$ cat src/rtl/mem_arbiter_pkg.sv
// mem_arbiter_pkg: shared types for the two-requester memory arbiter.
//   state_t : arbiter FSM states (IDLE -> ACCESS -> RESP -> IDLE).
//   req_t   : captured request (we, addr, wdata, misaligned). addr/wdata are
//             sized to the widest supported bus; the top zero-extends into them,
//             so ADDR_WIDTH and DATA_WIDTH must not exceed PKG_MAX_AW/PKG_MAX_DW.
package mem_arbiter_pkg;

   localparam int unsigned PKG_MAX_AW = 64;
   localparam int unsigned PKG_MAX_DW = 64;

   typedef enum logic [1:0] {
      IDLE   = 2'd0,
      ACCESS = 2'd1,
      RESP   = 2'd2
   } state_t;

   typedef struct packed {
      logic                  we;
      logic [PKG_MAX_AW-1:0] addr;
      logic [PKG_MAX_DW-1:0] wdata;
      logic                  misaligned;
   } req_t;

endpackage

$ cat src/rtl/mem_arbiter_rr.sv
// rr_arbiter2: 2-way round-robin grant.
//   i_valid[1:0]  : request valid bits (bit N = requester N).
//   i_last_grant  : index granted most recently.
//   o_gnt_vld     : some requester is granted this cycle.
//   o_gnt_idx     : granted requester index.
// A lone requester always wins; on conflict the one not granted last wins.
module rr_arbiter2
   import mem_arbiter_pkg::*;
(
   input  logic [1:0] i_valid,
   input  logic       i_last_grant,
   output logic       o_gnt_vld,
   output logic       o_gnt_idx
);

   assign o_gnt_vld = |i_valid;
   assign o_gnt_idx = (&i_valid) ? ~i_last_grant : (i_valid[1] & ~i_valid[0]);

endmodule

$ cat src/rtl/mem_arbiter.sv
// mem_arbiter: arbitrates a core (req0) and a loader/DMA (req1) onto one
// single-port synchronous memory. One transaction every three cycles:
// accept in IDLE, strobe memory in ACCESS, return the response in RESP.
//   clk, reset                      : clock, async active-high reset.
//   reqN_valid/ready/we/addr/wdata  : requester N handshake and payload.
//   rspN_valid/rdata/err            : one-cycle response to requester N.
//   mem_addr/wdata/w_en/read_en     : memory command (word address).
//   mem_rdata                       : memory read data, one cycle after read.
module mem_arbiter
   import mem_arbiter_pkg::*;
#(
   parameter int DATA_WIDTH = 32,
   parameter int ADDR_WIDTH = 32,
   parameter int MEM_AW     = 10
) (
   input  logic                  clk,
   input  logic                  reset,
   input  logic                  req0_valid,
   output logic                  req0_ready,
   input  logic                  req0_we,
   input  logic [ADDR_WIDTH-1:0] req0_addr,
   input  logic [DATA_WIDTH-1:0] req0_wdata,
   output logic                  rsp0_valid,
   output logic [DATA_WIDTH-1:0] rsp0_rdata,
   output logic                  rsp0_err,
   input  logic                  req1_valid,
   output logic                  req1_ready,
   input  logic                  req1_we,
   input  logic [ADDR_WIDTH-1:0] req1_addr,
   input  logic [DATA_WIDTH-1:0] req1_wdata,
   output logic                  rsp1_valid,
   output logic [DATA_WIDTH-1:0] rsp1_rdata,
   output logic                  rsp1_err,
   output logic [MEM_AW-1:0]     mem_addr,
   output logic [DATA_WIDTH-1:0] mem_wdata,
   output logic                  mem_w_en,
   output logic                  mem_read_en,
   input  logic [DATA_WIDTH-1:0] mem_rdata
);

   state_t r_state, w_next;
   req_t   r_req, w_req;
   logic   r_idx;
   logic   r_last_grant;
   logic   w_gnt_vld, w_gnt_idx, w_accept;
   logic   w_rsp, w_good_load;
   logic   w_unused;

   rr_arbiter2 u_rr (
      .i_valid      ({req1_valid, req0_valid}),
      .i_last_grant (r_last_grant),
      .o_gnt_vld    (w_gnt_vld),
      .o_gnt_idx    (w_gnt_idx)
   );

   // Requests are only looked at in IDLE; inputs in other states are ignored.
   assign w_accept   = (r_state == IDLE) && w_gnt_vld;
   assign req0_ready = w_accept && !w_gnt_idx;
   assign req1_ready = w_accept &&  w_gnt_idx;

   // Capture mux for the granted requester, zero-extended into req_t.
   always_comb begin
      w_req = '0;
      if (w_gnt_idx) begin
         w_req.we                   = req1_we;
         w_req.addr[ADDR_WIDTH-1:0] = req1_addr;
         w_req.wdata[DATA_WIDTH-1:0] = req1_wdata;
         w_req.misaligned           = |req1_addr[1:0];
      end else begin
         w_req.we                   = req0_we;
         w_req.addr[ADDR_WIDTH-1:0] = req0_addr;
         w_req.wdata[DATA_WIDTH-1:0] = req0_wdata;
         w_req.misaligned           = |req0_addr[1:0];
      end
   end

   always_ff @(posedge clk or posedge reset) begin
      if (reset) begin
         r_state      <= IDLE;
         r_last_grant <= 1'b1;   // req0 wins the first conflict
         r_idx        <= 1'b0;
         r_req        <= '0;
      end else begin
         r_state <= w_next;
         if (w_accept) begin
            r_idx        <= w_gnt_idx;
            r_last_grant <= w_gnt_idx;
            r_req        <= w_req;
         end
      end
   end

   // Strobes and responses decode straight from the state register, so an
   // async reset in ACCESS/RESP removes them in the same instant.
   always_comb begin
      w_next      = r_state;
      mem_w_en    = 1'b0;
      mem_read_en = 1'b0;
      w_rsp       = 1'b0;
      case (r_state)
         IDLE:   if (w_gnt_vld) w_next = ACCESS;
         ACCESS: begin
            w_next      = RESP;
            mem_w_en    =  r_req.we && !r_req.misaligned;
            mem_read_en = !r_req.we && !r_req.misaligned;
         end
         RESP: begin
            w_next = IDLE;
            w_rsp  = 1'b1;
         end
         default: w_next = IDLE;
      endcase
   end

   // Upper address bits above MEM_AW+2 are dropped: addresses wrap silently.
   assign mem_addr  = r_req.addr[MEM_AW+1:2];
   assign mem_wdata = r_req.wdata[DATA_WIDTH-1:0];

   assign w_good_load = !r_req.we && !r_req.misaligned;
   assign rsp0_valid  = w_rsp && !r_idx;
   assign rsp1_valid  = w_rsp &&  r_idx;
   assign rsp0_err    = rsp0_valid && r_req.misaligned;
   assign rsp1_err    = rsp1_valid && r_req.misaligned;
   assign rsp0_rdata  = (rsp0_valid && w_good_load) ? mem_rdata : '0;
   assign rsp1_rdata  = (rsp1_valid && w_good_load) ? mem_rdata : '0;

   // Padding bits of the wide request struct are intentionally dropped.
   assign w_unused = ^r_req;

endmodule

$ cat config.mk
export PLATFORM = sky130hd
export DESIGN_NAME = mem_arbiter
export DESIGN_NICKNAME = d
export VERILOG_FILES = /design/src/rtl/mem_arbiter_pkg.sv /design/src/rtl/mem_arbiter_rr.sv /design/src/rtl/mem_arbiter.sv
export SDC_FILE = /design/constraint.sdc
export NUM_CORES = 1
export LEC_CHECK = 0
export ABC_AREA = 1
export CORE_ASPECT_RATIO = 0.8
export CORE_UTILIZATION = 30
export CTS_BUF_LIST = sky130_fd_sc_hd__clkbuf_4
export DETAILED_ROUTE_END_ITERATION = 16
export PLACE_DENSITY_LB_ADDON = 0.05
export SYNTH_ARGS = -nofsm -noshare
export SYNTH_HDL_FRONTEND = slang
export SYNTH_SLANG_ARGS = --single-unit
export TNS_END_PERCENT = 30
$ cat constraint.sdc
create_clock -name clk -period 2.5 [get_ports clk]
set_input_delay 0.5 -clock clk [delete_from_list [all_inputs] [get_ports clk]]
set_output_delay 0.5 -clock clk [all_outputs]
set_load 0.05 [all_outputs]
# Yosys cells after proc, flatten, opt, wreduce, memory -nomap -nowiden
# Index checks and enable logic that the tools add are counted.
dict set report op_classes {
  n_eq_ne 3
  n_mux 11
  bitwise_logic 3
  n_reduce_logical 20
}
# cell n
set op_table {}
lappend op_table {{two-way mux 32 bit} 2}
lappend op_table {{two-way mux 33 bit} 1}
lappend op_table {{two-way mux 12 bit} 1}
lappend op_table {{logical AND 1 bit} 11}
lappend op_table {{OR reduction 2 bit} 3}
lappend op_table {{two-way mux 1 bit} 5}
lappend op_table {{logical NOT 1 bit} 4}
lappend op_table {{one-hot mux 2 bit (2 select lines)} 1}
lappend op_table {{== test 2 x 1 -> 1 bit (second input constant)} 1}
lappend op_table {{== test 2 bit (second input constant)} 1}
lappend op_table {{logical NOT 2 bit} 1}
lappend op_table {{two-way mux 2 bit} 1}
lappend op_table {{!= test 2 bit (second input constant)} 1}
lappend op_table {{NOT 1 bit} 2}
lappend op_table {{AND reduction 2 bit} 1}
lappend op_table {{bitwise AND 1 bit} 1}
dict set report word_totals {
  regBits 50
  in_bits 166
  output_inout_bits 114
  word_cells 44
}

# Logic depth before layout (Yosys ltp)
# Gate-level depths: netlist of run 1.
dict set report depth {
  ltp_word 5
  ltp_mapped 7
  mapped_depth_nobuf 6
}

# Hierarchy
# Synthesis of run 1 repeated with hierarchy kept, for this count alone.
dict set report unflattened {
  cells_unflattened 510
  hier_area_um2 3234.4
}
# module instances cells_each area_each_um2 seq_area_each_um2
set by_module_without_submodules {}
lappend by_module_without_submodules {mem_arbiter 1 507 3219.3 1202.4}
lappend by_module_without_submodules {rr_arbiter2 1 3 15.0 0.0}

# Worst setup path after synthesis of run 1
# Ideal clock, no wire load.
dict set report synth_path {
  kind {flip-flop to output port}
  startpoint {register r_req[129] (netlist bit)}
  endpoint {output port mem_read_en}
  t_arrival_ns 1.948
  required_time_ns 2.000
  slack_ns 0.052
  path_stages_with_launch 2
  n_path_buf 0
  cell_sequence {dfrtp_1 nor4_1}
}
dict set report synth_via {
  elab_chain_cells 3
}
# item line
set synth_lines {}
lappend synth_lines {{start: declaration} mem_arbiter.sv:42} ;# req_t r_req, w_req;
lappend synth_lines {{start signal: assignment} mem_arbiter.sv:88} ;# r_req <= w_req;
lappend synth_lines {{logical NOT 1 bit} mem_arbiter.sv:105} ;# mem_read_en = !r_req.we && !r_req.misaligned;
lappend synth_lines {{logical AND 1 bit} mem_arbiter.sv:105}
lappend synth_lines {{two-way mux 1 bit} mem_arbiter.sv:100} ;# case (r_state)
lappend synth_lines {{end: declaration} mem_arbiter.sv:37} ;# output logic mem_read_en,
# No other way between the ends.

# Worst setup path in the final report of run 1
dict set report layout_path {
  startpoint {register r_state[0]}
  endpoint {output port rsp0_rdata[23]}
}
dict set report layout_via {
  elab_chain_cells 5
}
# item line
set layout_lines {}
lappend layout_lines {{start: declaration} mem_arbiter.sv:41} ;# state_t r_state, w_next;
lappend layout_lines {{start signal: assignment} mem_arbiter.sv:84} ;# r_state <= w_next;
lappend layout_lines {{== test 2 bit} mem_arbiter.sv:100}
lappend layout_lines {{two-way mux 1 bit} mem_arbiter.sv:100}
lappend layout_lines {{logical AND 1 bit} mem_arbiter.sv:120} ;# assign rsp0_valid = w_rsp && !r_idx;
lappend layout_lines {{logical AND 1 bit} mem_arbiter.sv:124} ;# assign rsp0_rdata = (rsp0_valid && w_good_load) ? mem_rdata : '0;
lappend layout_lines {{two-way mux 32 bit} mem_arbiter.sv:124}
lappend layout_lines {{end: declaration} mem_arbiter.sv:24} ;# output logic [DATA_WIDTH-1:0] rsp0_rdata,
# No other way between the ends.

==> results of run 1 <==
==> critical path, stage by stage (launching register included) <==
cell	delay, ns
dfrtp_1	0.40
inv_2	0.09
nand3_1	0.10
inv_1	0.10
nand2_1	0.05
buf_4	0.24
nor2_1	0.24
buf_12	0.17
==> report_power, final <==
| group | internal, mW | switching, mW |
|---|---|---|
| Combinational | 1.40 | 2.67 |
| Sequential | 1.16 | 0.216 |
| Clock | 0.306 | 0.252 |
==> final cells by class <==
cell class,count,share of cell area (%)
inverter,61,3.68
clock inverter,2,0.966
multi-input combinational,330,22.4
timing repair buffer,249,50.2
tap,140,2.82
clock buffer,5,0.604
sequential,48,19.3
==> through the flow <==
step                setup slack (ns)  instance area (um2)  power [mW]
detailed placement             0.252                 6120        5.50
finish                         0.226                 6220        6.01
global route                  0.0605                 6220        6.35
floorplan                     0.0516                 3320        4.44
global placement               0.260                 6120        5.46
CTS                            0.183                 6220        6.08
==> flip-flops by register name, indices dropped and copies added (netlist names) <==
| name | count |
|---|---|
| mem_wdata | 32 |
| r_state | 2 |
| r_last_grant | 1 |
| mem_addr | 10 |
| r_idx | 1 |
| r_req | 2 |
==> cell families (layout without fill, tap and decap cells) <==
logic type / count (synthesis) / after routing / share of synthesized area (%)
simple gates: 328 / 328 / 41.7
buf+inv: 131 / 317 / 21.8
flops: 48 / 48 / 36.2
compound gates: 2 / 2 / 0.301
==> layer usage <==
layer	up-vias	GRT usage, %
met2	131	36.7
met3	13	5.27
met4	0	5.42
li1	1844	-
met1	1688	27.2
met5	-	0
==> synthesized netlist by cell type <==
cell,count
nor4_1,1
nand3_1,47
nand3b_1,20
dfstp_2,1
nand2_1,183
buf_4,53
dfrtp_1,47
o21ai_0,1
buf_2,14
inv_2,3
inv_1,58
nor2_4,1
nand2_2,3
nor2_1,73
buf_1,1
a21oi_1,1
buf_6,2
==> final timing paths <==
| check | startpoint | end | slack, ns | cells after the start |
|---|---|---|---|---|
| setup reg to reg | r_last_grant | r_req[0] | 0.98 | 6 |
| hold / removal | reset | mem_wdata[3] | 0.46 | 2 |
| setup / recovery | r_state[0] | rsp0_rdata[23] | 0.23 | 7 |
| hold reg to reg | mem_addr[3] | mem_addr[3] | 0.49 | 2 |
| min in group clk | mem_addr[3] | mem_addr[3] | 0.49 | 2 |
| max in group asynchronous | reset | r_last_grant | 1.43 | 3 |
==> key figures, run 1 <==
Clock network
  • CTS tree: done
  • Skew-Pair Late Insertion Delay: 0.38 ns
  • Total CTS buffers: 5
  • CTS Sinks: 48
  • CTS Hold Bufs: 0
  • Clock Path Buffers: 2
  • Postcts setup bufs: 0
  • Depth of the CTS H-tree: 2
  • Reg clk slew, reported paths: 0.15 ns
  • Clock Root Buffer: clkbuf_4
  • CTS resizes: 0

Floorplanning
  • Io pins: 280
  • Die H: 96.1 um
  • DIE AREA: 11500 um2
  • Total core area: 10500 um2
  • Die W: 120 um
  • Row Count: 33
  • Initial core utilization: 31.6%

Global route
  • Initial antenna violation count: 0
  • Pin count of the biggest net entering global routing: 47
  • First-pass GRT wire length: 19000 um
  • GRT Util Overall: 21.4%
  • Global route total overflow: 0
  • Vias in the first global route: 3360

Logic synthesis
  • Avg Inst Size Synth: 6.52 um2
  • Largest cells by area after synthesis: dfrtp_1 35%, nand2_1 21%, buf_4 12%, nor2_1 8.3%, nand3_1 7.1%
  • Synth Warn #: 0
  • Mapped Cells: 509
  • Share of the synthesized area in the top cell type: 35.4%
  • Syn_nets: 675
  • #FFs+latches synth: 48
  • Leading area contributor after synthesis: dfrtp_1
  • Syn Std Cell Area: 3320 um2
  • Seq/Total Area, Yosys: 36.2%
  • Count of cell types in the netlist: 17

STA
  • Max Clk Rate: 440 MHz
  • Clock Skew: 0.0156 ns
  • Fin crit share: 91.0%
  • Final count of negative-setup-slack endpoints: 0
  • Final setup TNS: 0 ns
  • Minimum clock period: 2.27 ns
  • Unrepaired setup endpoints after global routing: false
  • Slew HR: 62.9%
  • Hold Slack: 0.457 ns
  • Final Slew Violations: 0
  • Final Hold Viols: 0
  • Worst Tran Pin Value: 0.554 ns

Routing
  • 1st-pass router iterations: 6
  • Wirelength per Cell: 15.0 um
  • DRC: 0
  • Vias after detailed routing: 3676
  • WL met2: 6120 um
  • Initial DRC count: 206
  • Antenna viol nets, final: 0
  • Top Layer Used: met4
  • Wire length on met3: 872 um
  • Vias/cell: 4.40
  • Met1 WL: 5350 um
  • Total wire length: 12500 um

Layout
  • Non-Filler Instances: 835
  • Layout Utilization: 59.3%
  • Area Overhead vs Synth: 87.4%
  • Nets: 861
  • Antenna cell count: 0
  • Commonest non-fill, non-tap cell in the layout: nand2_1
  • FF+latch area: 1200 um2
  • Most frequent cells in the layout: 183 x nand2_1, 166 x clkdlybuf4s50_1, 73 x nor2_1
  • Multi-input logic area: 1390 um2
  • Fillcell total: 952
  • Layout cell share with drive strength beyond 1: 14.2%

Place
  • Detail Placement HPWL: 9930 um
  • Placer Congestion: 0.809
  • Port buffer count: 239
  • # placed instances: 828

Worst setup path
  • Crit path required time: 2.00 ns
  • Critical Path Sink Type: output port
  • Crit path kind: register to output port
  • Highest net fanout along the worst path: 32
  • Worst setup SP type: register
  • Crit path arrival time: 1.77 ns

Pwr
  • Power density cells: 966 nW/um2
  • Worst vdd ir: 0.000666 V
  • Leak: 3.08 nW

Worst hold path
  • Hold Crit Class: input port to async pin

Run
  • Max-Cap Viols: 0

Status
  • Status: finished clean
No activity file was read; power rests on OpenSTA's default activity.
==> run 2: changes to the inputs <==
--- a/config.mk
+++ b/config.mk
@@ -6,10 +6,10 @@
 export NUM_CORES = 1
 export LEC_CHECK = 0
 export ABC_AREA = 1
-export CORE_ASPECT_RATIO = 0.8
-export CORE_UTILIZATION = 30
+export CORE_AREA = 2 2 108 110
 export CTS_BUF_LIST = sky130_fd_sc_hd__clkbuf_4
 export DETAILED_ROUTE_END_ITERATION = 16
+export DIE_AREA = 0 0 110 112
 export PLACE_DENSITY_LB_ADDON = 0.05
 export SYNTH_ARGS = -nofsm -noshare
 export SYNTH_HDL_FRONTEND = slang
==> run 2 against run 1 <==
Net effect:
- utilization down 3.6 points
- routed wire length down 3.5%
- clock power down 19%
- first-iteration DRC count down 9.7%
==> key figures, run 2 (synthesis results as in run 1) <==
Status
  • Status: finished clean

Layout
  • Antenna cell count: 0
  • Area Overhead vs Synth: 87.4%
  • Commonest non-fill, non-tap cell in the layout: nand2_1
  • Max reg flops: 32
  • Layout cell share with drive strength beyond 1: 13.2%
  • Most frequent cells in the layout: 183 x nand2_1, 169 x clkdlybuf4s50_1, 73 x nor2_1
  • Non-Filler Instances: 839
  • Nets: 861
  • Post-route cell area: 6220 um2

Clock network
  • CTS Hold Bufs: 0
  • Skew-Pair Late Insertion Delay: 0.36 ns
  • CTS Sinks: 48
  • Total CTS buffers: 5
  • Clock Root Buffer: clkbuf_4
  • Postcts setup bufs: 0
  • Reg clk slew, reported paths: 0.14 ns
  • Depth of the CTS H-tree: 2
  • CTS tree: done
  • Clock Path Buffers: 2
  • CTS resizes: 1

Run
  • Max-Cap Viols: 0

Routing
  • Vias/cell: 4.34
  • Total wire length: 12100 um
  • 1st-pass router iterations: 4
  • Wirelength per Cell: 14.4 um
  • Vias after detailed routing: 3639
  • DRC: 0
  • Antenna viol nets, final: 0
  • Initial DRC count: 186

STA
  • Worst Tran Pin Value: 0.589 ns
  • Max Clk Rate: 422 MHz
  • Slew HR: 60.6%
  • Final count of negative-setup-slack endpoints: 0
  • Minimum clock period: 2.37 ns
  • Worst Slack Setup Final: 0.130 ns
  • Final Hold Viols: 0
  • Unrepaired setup endpoints after global routing: false
  • Final setup TNS: 0 ns
  • Clock Skew: 0.0138 ns
  • Final Slew Violations: 0
  • Fin crit share: 94.8%

Floorplanning
  • Total core area: 11200 um2
  • DIE AREA: 12300 um2
  • Die W: 110 um
  • Io pins: 280
  • Die H: 112 um
  • Initial core utilization: 29.7%
  • Row Count: 39

Global route
  • First-pass GRT wire length: 18200 um
  • GRT Util Overall: 19.0%
  • Vias in the first global route: 3496
  • Pin count of the biggest net entering global routing: 47
  • Initial antenna violation count: 0
  • Global route total overflow: 0

Worst setup path
  • Crit path arrival time: 1.87 ns
  • Crit path cell chain: inv_2, nand3_1, nor2_1, clkdlybuf4s50_1
  • CP max-delay cell: clkdlybuf4s50_1
  • Critical Path Sink Type: output port
  • Crit path required time: 2.00 ns
  • Crit path kind: register to output port
  • Highest net fanout along the worst path: 5
  • Slowest cell delay on critical path: 0.83 ns
  • Worst setup SP type: register

Worst hold path
  • Hold Crit Class: input port to async pin

Pwr
  • Seq pwr share: 23.5%
  • Comb power frac: 68.9%
  • Worst vdd ir: 0.000457 V
  • Leak: 3.10 nW
  • Clock power frac: 7.6%
  • Internal power: 2.77 mW
  • Switching power: 3.13 mW
  • Power density cells: 950 nW/um2
  • Switch share: 53.0%

Place
  • # placed instances: 831
  • Post-place setup slack: 0.377 ns
  • Placer Congestion: 0.832
  • DP Area: 6140 um2
  • Port buffer count: 239
  • Detail Placement HPWL: 9440 um
## run 2: cell types whose count changed in the layout (fill, tap and decap cells not counted), sizes merged
cell           previous run  this run
clkdlybuf4s50           166       169
buf                      83        77
bufinv                    2         1
clkinv                    0         2
dlygate4sd2               0         1
dlymetal6s2s              0         2
## run 2: worst max-delay path: cells and delay by family (launching register included)
kind / cells / cell delay [ns]
buffers and inverters: 2 / 0.92
flip-flops: 1 / 0.40
AND/OR/NAND/NOR: 2 / 0.20
## run 2: layout make-up
cell class                 count  area [um2]
clock buffer                   5        37.5
clock inverter                 3        37.5
fill                        1062        4960
inverter                      61         229
multi-input combinational    330        1390
sequential                    48        1200
tap                          143         179
timing repair buffer         249        3140
## run 2: metal layers
metal  track usage, %  up-vias  part of all wire (%)
li1                 -     1844                     -
met1             22.6     1664                    41
met2             33.8      118                    51
met3             5.27       13                   7.1
met4             4.14        0                   1.6
met5                0        -                     0
## run 2: final timing paths
kind                                    from      endpoint  slack (ns)  cells after the start
max in group asynchronous              reset  r_last_grant        1.46                      3
worst min-delay path                   reset   mem_addr[5]        0.46                      2
min in group clk                r_last_grant  r_last_grant        0.48                      2
worst min register to register  r_last_grant  r_last_grant        0.48                      2
worst max-delay path              r_state[0]      rsp0_err        0.13                      4
worst max register to register  r_last_grant   mem_addr[3]        0.98                      7
## run 2: stage by stage
step           util (%)  hold slack (ns)  power, mW
3_5_place_dp       54.9            0.464       5.51
4_1_cts            55.6            0.459       5.97
2_1_floorplan         -            0.449       4.44
3_3_place_gp       54.9            0.460       5.47
6_report           55.6            0.456       5.91
5_1_grt            55.6            0.493       6.27
## run 2: power groups by stage
| stage | logic, mW | registers [mW] | clock network [mW] |
|---|---|---|---|
| after global routing | 4.33 | 1.44 | 0.501 |
| after floorplan | 3.10 | 1.34 | 0 |
| final | 4.07 | 1.39 | 0.450 |
| after CTS | 4.12 | 1.39 | 0.464 |
| after global placement | 4.09 | 1.38 | 0 |
| after detailed placement | 4.12 | 1.40 | 0 |
